<file path="src/rtl/rf_write_arbiter.sv">
// Shares register-file write port 3 between the writeback stage and a long-latency result source.
// Optional starvation guard: define RF_ARB_STARVE_GUARD_EN.
module rf_write_arbiter #(
   parameter int DATA_WIDTH   = 32,
   parameter int ADDR_WIDTH   = 5,
   parameter int BUF_DEPTH    = 2,
   parameter int STARVE_LIMIT = 4
) (
   input  logic                         clk_i,
   input  logic                         rst_i,
   input  logic                         wb_we_i,
   input  logic [ADDR_WIDTH-1:0]        wb_wa_i,
   input  logic [DATA_WIDTH-1:0]        wb_wd_i,
   input  logic                         lu_valid_i,
   input  logic [ADDR_WIDTH-1:0]        lu_wa_i,
   input  logic [DATA_WIDTH-1:0]        lu_wd_i,
   output logic                         lu_ready_o,
   input  logic                         issue_i,
   input  logic [ADDR_WIDTH-1:0]        issue_wa_i,
   input  logic [ADDR_WIDTH-1:0]        rs_d_i,
   input  logic [ADDR_WIDTH-1:0]        rt_d_i,
   output logic                         stall_d_o,
   output logic                         we3_o,
   output logic [ADDR_WIDTH-1:0]        wa3_o,
   output logic [DATA_WIDTH-1:0]        wd3_o,
   output logic [2**ADDR_WIDTH-1:0]     pending_o,
   output logic [$clog2(BUF_DEPTH):0]   buf_count_o,
   output logic                         starve_stall_o
);
   localparam int NREG = 2**ADDR_WIDTH;
   localparam int PW   = $clog2(BUF_DEPTH);
   localparam int CW   = PW + 1;

   if (BUF_DEPTH < 2 || (BUF_DEPTH & (BUF_DEPTH - 1)) != 0 || STARVE_LIMIT < 1) begin : g_bad_param
      $error("rf_write_arbiter: BUF_DEPTH must be a power of two >= 2 and STARVE_LIMIT >= 1");
   end

   logic [ADDR_WIDTH-1:0] r_buf_wa [BUF_DEPTH];
   logic [DATA_WIDTH-1:0] r_buf_wd [BUF_DEPTH];
   logic [PW-1:0]         r_rd_ptr;
   logic [PW-1:0]         r_wr_ptr;
   logic [CW-1:0]         r_count;
   logic [NREG-1:0]       r_pending;

   logic                  w_buf_empty, w_lu_ready, w_wb_eff, w_lu_eff;
   logic                  w_pop, w_bypass, w_push, w_starve;
   logic                  w_we;
   logic [ADDR_WIDTH-1:0] w_wa;
   logic [DATA_WIDTH-1:0] w_wd;
   logic [NREG-1:0]       w_set, w_clr, w_pending_next;

   assign w_buf_empty = (r_count == '0);
   assign w_lu_ready  = (r_count < CW'(BUF_DEPTH));
   assign w_wb_eff    = wb_we_i & (wb_wa_i != '0);
   assign w_lu_eff    = lu_valid_i & w_lu_ready & (lu_wa_i != '0);
   // Bypass only with an empty buffer keeps lu results in acceptance order.
   assign w_pop       = ~w_wb_eff & ~w_buf_empty;
   assign w_bypass    = ~w_wb_eff & w_buf_empty & w_lu_eff;
   assign w_push      = w_lu_eff & ~w_bypass;

   always_comb begin
      w_we = 1'b0;
      w_wa = '0;
      w_wd = '0;
      if (w_wb_eff) begin
         w_we = 1'b1;
         w_wa = wb_wa_i;
         w_wd = wb_wd_i;
      end else if (w_pop) begin
         w_we = 1'b1;
         w_wa = r_buf_wa[r_rd_ptr];
         w_wd = r_buf_wd[r_rd_ptr];
      end else if (w_bypass) begin
         w_we = 1'b1;
         w_wa = lu_wa_i;
         w_wd = lu_wd_i;
      end
   end

   always_ff @(posedge clk_i) begin
      if (w_push) begin
         r_buf_wa[r_wr_ptr] <= lu_wa_i;
         r_buf_wd[r_wr_ptr] <= lu_wd_i;
      end
   end

   always_ff @(posedge clk_i or posedge rst_i) begin
      if (rst_i) begin
         r_rd_ptr <= '0;
         r_wr_ptr <= '0;
         r_count  <= '0;
      end else begin
         if (w_push) r_wr_ptr <= r_wr_ptr + PW'(1);
         if (w_pop)  r_rd_ptr <= r_rd_ptr + PW'(1);
         case ({w_push, w_pop})
            2'b10:   r_count <= r_count + CW'(1);
            2'b01:   r_count <= r_count - CW'(1);
            default: r_count <= r_count;
         endcase
      end
   end

   // Set wins over a same-cycle clear; register 0 is never pending.
   assign w_clr          = (w_pop | w_bypass) ? (NREG'(1) << w_wa) : '0;
   assign w_set          = (issue_i && issue_wa_i != '0) ? (NREG'(1) << issue_wa_i) : '0;
   assign w_pending_next = ((r_pending & ~w_clr) | w_set) & ~NREG'(1);

   always_ff @(posedge clk_i or posedge rst_i) begin
      if (rst_i) r_pending <= '0;
      else       r_pending <= w_pending_next;
   end

`ifdef RF_ARB_STARVE_GUARD_EN
   localparam int SW = $clog2(STARVE_LIMIT + 1);
   logic [SW-1:0] r_starve_cnt;

   always_ff @(posedge clk_i or posedge rst_i) begin
      if (rst_i)                          r_starve_cnt <= '0;
      else if (w_buf_empty || w_pop)      r_starve_cnt <= '0;
      else if (r_starve_cnt < SW'(STARVE_LIMIT)) r_starve_cnt <= r_starve_cnt + SW'(1);
   end

   assign w_starve = (r_starve_cnt >= SW'(STARVE_LIMIT));
`else
   assign w_starve = 1'b0;
`endif

   // Writeback passes through combinationally, so outputs are gated to read 0 during reset.
   assign we3_o          = ~rst_i & w_we;
   assign wa3_o          = rst_i ? '0 : w_wa;
   assign wd3_o          = rst_i ? '0 : w_wd;
   assign lu_ready_o     = ~rst_i & w_lu_ready;
   assign pending_o      = rst_i ? '0 : r_pending;
   assign buf_count_o    = rst_i ? '0 : r_count;
   assign starve_stall_o = ~rst_i & w_starve;
   assign stall_d_o      = ~rst_i & (r_pending[rs_d_i] | r_pending[rt_d_i] |
                                     (issue_i & r_pending[issue_wa_i]));
endmodule

</file>
<file path="config.mk">
export PLATFORM = sky130hd
export DESIGN_NAME = rf_write_arbiter
export DESIGN_NICKNAME = d
export VERILOG_FILES = /design/src/rtl/rf_write_arbiter.sv
export SDC_FILE = /design/constraint.sdc
export NUM_CORES = 1
export LEC_CHECK = 0
export BUFFER_PORTS_ARGS = -buffer_cell sky130_fd_sc_hd__buf_2
export CAP_MARGIN = 40
export CELL_PAD_IN_SITES_DETAIL_PLACEMENT = 1
export CELL_PAD_IN_SITES_GLOBAL_PLACEMENT = 2
export CORE_AREA = 5 5 150 152
export DETAILED_ROUTE_END_ITERATION = 8
export DIE_AREA = 0 0 155 157
export MAX_ROUTING_LAYER = met4
export PLACE_DENSITY_LB_ADDON = 0.1
export SETUP_SLACK_MARGIN = 0.1
export SLEW_MARGIN = 20
export SYNTH_ARGS = -nofsm -noshare
export SYNTH_HDL_FRONTEND = slang
export SYNTH_SLANG_ARGS = --single-unit
</file>
<file path="constraint.sdc">
create_clock -name clk_i -period 2.9 [get_ports clk_i]
set_input_delay 0.145 -clock clk_i [delete_from_list [all_inputs] [get_ports clk_i]]
set_output_delay 0.145 -clock clk_i [all_outputs]
set_load 0.01 [all_outputs]
</file>
==> run summary <==
Crit path capture: stall_d_o
Comb pwr share: 43.6%
DR iter-0 viols: 245
Net switching power: 2580 uW
Peak Freq: 0.360 GHz
Min Tclk post-route: 2.78 ns
Peak VDD IR: 337 uV
Clock transition at the registers of the reported paths: 0.07 ns
Top cells by area, synth: edfxtp_1 (36%), dfrtp_1 (14%), mux2i_1 (7.3%), mux4_2 (5.8%), o21ai_1 (5.1%)
Drt drc: 0
Worst-path fanout max: 4
Worst hold path class: input pin to flip-flop
Synthesized cell area: 0.00618 sq mm
Min setup slack post-route: 0.124 ns
Post-synth ARST share: 32.1%
H-Tree Depth: 3
Post-synth EDFFs: 74
Main flop type after synthesis: edfxtp_1
Worst R2R Setup Slack: 0.49 ns
Leakage Power: 0.00326 uW
Largest net degree at the start of global routing: 68
Final Non-Filler Cells: 1,030
Max capacitance violation total: 0
Start point of the critical path: r_pending[24]$_DFF_PP0_
Clock latency on the worst-skew pair: 0.35 ns
Count of cell types in the netlist: 58
Overflow after GRT: 0
Slew headroom: 58.6%
Final setup violation count: 0
Critical Path Source Type: flip-flop
Starting Density: 29.6%
CP endpoint kind: output pin
Clock buffer depth: 2
Initial antenna violation count: 1
Sequential share of power: 37.9%
Synth top area share: 36.0%
Final Net Count: 845
CTS tree: yes
Clk root buf: clkbuf_16
WP data arrival: 2.63 ns
Skew final: 0.00514 ns
RSZ-0062 raised after global routing: true
Setup CP Type: flip-flop to output pin
Final worst path period share: 95.7%
Core outline area: 0.0209 sq mm
Reg2reg start: r_count[1]$_DFFE_PP0P_
Yosys top cell by area: edfxtp_1
Num CTS Buffers: 9
Antenna-violating nets left: 0
Synthesized area per cell: 11.1 sq um
GR Util All Layers: 17.9%
Ratio of cells with drive above 1 in the final layout: 32.6%
Post-DP HPWL: 14,900 um
Pwr Density: 829 mW/mm^2
Path depth of the worst reg2reg path: 5
Post-synthesis sequential area ratio: 50.2%
Finished Cell Area: 0.00806 sq mm
Worst Path Required: 2.76 ns
Final hold violation count: 0
Rows: 53
Max Slew Vio Count: 0
Number of global-route vias before repair: 5,858
Syn-to-layout area delta: 30.4%
Vias: 5,339
Clk network pwr share: 18.5%
Int Power: 4100 uW
Mapped Cells: 555
Via density: 5.18
GP Congestion: 0.816
Die height: 157 um
Die width: 155 um
Ports: 169
R2r endpoint: r_pending[19]$_DFF_PP0_
I/O Buffers: 166
Placed insts: 969
Ys Warns: 0
Die ar.: 0.0243 sq mm
First-pass GRT wire length: 33,300 um
CTS sink cnt: 109
#FFs+latches synth: 109
Sw Share: 38.6%
Post-Place Setup Slack: 0.364 ns
Status: completed
Placed instance area: 0.00732 sq mm
Wire per inst: 20.4 um
Tightest Pin Transition: 0.618 ns
Drt first pass iters: 4
DRT Wirelength: 21,000 um
==> stage by stage <==
step	hold slack, ns	TNS, ns	utilization, %	total power (uW)
detailed placement	0.354	0	35.0	5320
global placement	0.349	0	35.0	5260
finish	0.0283	0	38.6	6680
global route	0.0292	0	38.6	7120
CTS	0.0121	0	38.3	6710
floorplan	0.244	-12.81	-	4230
==> repair_timing <==
item,in CTS,in global routing
cloned,0,0
buffers inserted,8,2
hold buffers,34,0
endpoints found under the hold margin,68,0
endpoints found under the setup margin,1,1
pin swaps,0,4
resized for setup,0,7
==> cell usage after synthesis, drive strengths merged (3+ instances only) <==
master	number
mux2	5
nor2	48
nor3b	4
nand2	5
nor3	4
xnor2	3
o2bb2ai	6
or4	5
nand3	8
o31ai	26
a21oi	33
dfrtp	35
mux2i	45
mux4	20
inv	6
o41ai	4
o21ai	98
nand4	9
clkbuf	30
buf	16
edfxtp	74
nor2b	39
or2	3
==> worst min path at each step <==
stage | end | slack [ns] | cells after the start | from
floorplan | r_buf_wa[0][0]$_DFFE_PP_ | 0.24 | 0 | lu_wa_i[0]
global placement | r_buf_wd[0][20]$_DFFE_PP_ | 0.35 | 1 | lu_wd_i[20]
detailed placement | r_buf_wd[1][25]$_DFFE_PP_ | 0.35 | 1 | lu_wd_i[25]
CTS | r_buf_wa[0][3]$_DFFE_PP_ | 0.01 | 1 | lu_wa_i[3]
global route | r_buf_wa[0][3]$_DFFE_PP_ | 0.03 | 1 | lu_wa_i[3]
finish | r_buf_wa[1][4]$_DFFE_PP_ | 0.03 | 1 | lu_wa_i[4]
==> power groups by stage <==
stage | Combinational [uW] | Clock, uW | Sequential, uW
after floorplan | 1860 | 0 | 2370
after global routing | 3190 | 1350 | 2580
after global placement | 2710 | 0 | 2550
after detailed placement | 2740 | 0 | 2590
after CTS | 2910 | 1280 | 2520
final | 2910 | 1240 | 2530
==> critical path, cell delays in order (launching register included) <==
cell	delay, ns
dfrtp_1	0.39
buf_4	0.14
buf_4	0.13
mux4_2	0.51
mux2_4	0.28
nand3b_1	0.10
a41oi_2	0.10
or4_1	0.47
buf_2	0.15
==> layer usage <==
metal	share of wire (%)	vias up	global-route usage, %
met1	46	2664	23.3
met2	47	155	28.6
met4	1.0	0	3.91
li1	-	2508	-
met5	0	-	-
met3	5.8	12	4.26
==> cells in the final DEF (no fill, tap or decap), types with 2 or more instances in the layout <==
cell type / count
buf_2: 166
edfxtp_1: 74
o21ai_1: 63
nor2_1: 45
mux2i_1: 45
nor2b_1: 39
dlygate4sd3_1: 34
dfrtp_1: 34
a21oi_1: 33
o21ai_0: 33
buf_4: 27
o31ai_1: 26
mux4_2: 18
nand4_1: 9
clkbuf_16: 9
nand3_1: 7
o2bb2ai_1: 6
inv_1: 5
or4_1: 5
nand2_1: 5
nor3b_1: 4
o41ai_1: 4
or2_2: 3
nor2_4: 3
mux2_2: 3
nor3_1: 3
xnor2_1: 3
a2bb2oi_1: 2
nand2b_1: 2
nand3b_1: 2
mux4_1: 2
xor2_1: 2
conb_1: 2
buf_12: 2
==> sequential cells by signal (all words and copies together) (netlist names) <==
name / cells
r_buf_wd: 64
r_pending: 31
r_buf_wa: 10
r_count: 2
r_rd_ptr: 1
r_wr_ptr: 1
==> area by class of cell <==
class	instances	area, sq um
Antenna cell	1	2.50
Multi-Input combinational cell	395	2880
Inverter	6	22.5
Timing Repair Buffer	229	1410
Clock inverter	6	63.8
Fill cell	2372	12800
Sequential cell	109	3100
Tap cell	275	344
Clock buffer	9	225
==> logic make-up after synthesis <==
family / synth area share [%]
AO/OA/AOI/OAI: 17.5
XOR/XNOR: 0.709
adder cells (fa/ha/maj): 0.203
buffers and inverters: 3.87
flip-flops: 50.2
multiplexers: 15.7
other: 0.0607
AND/OR/NAND/NOR: 11.8
Power figures use the tool's default switching activity.
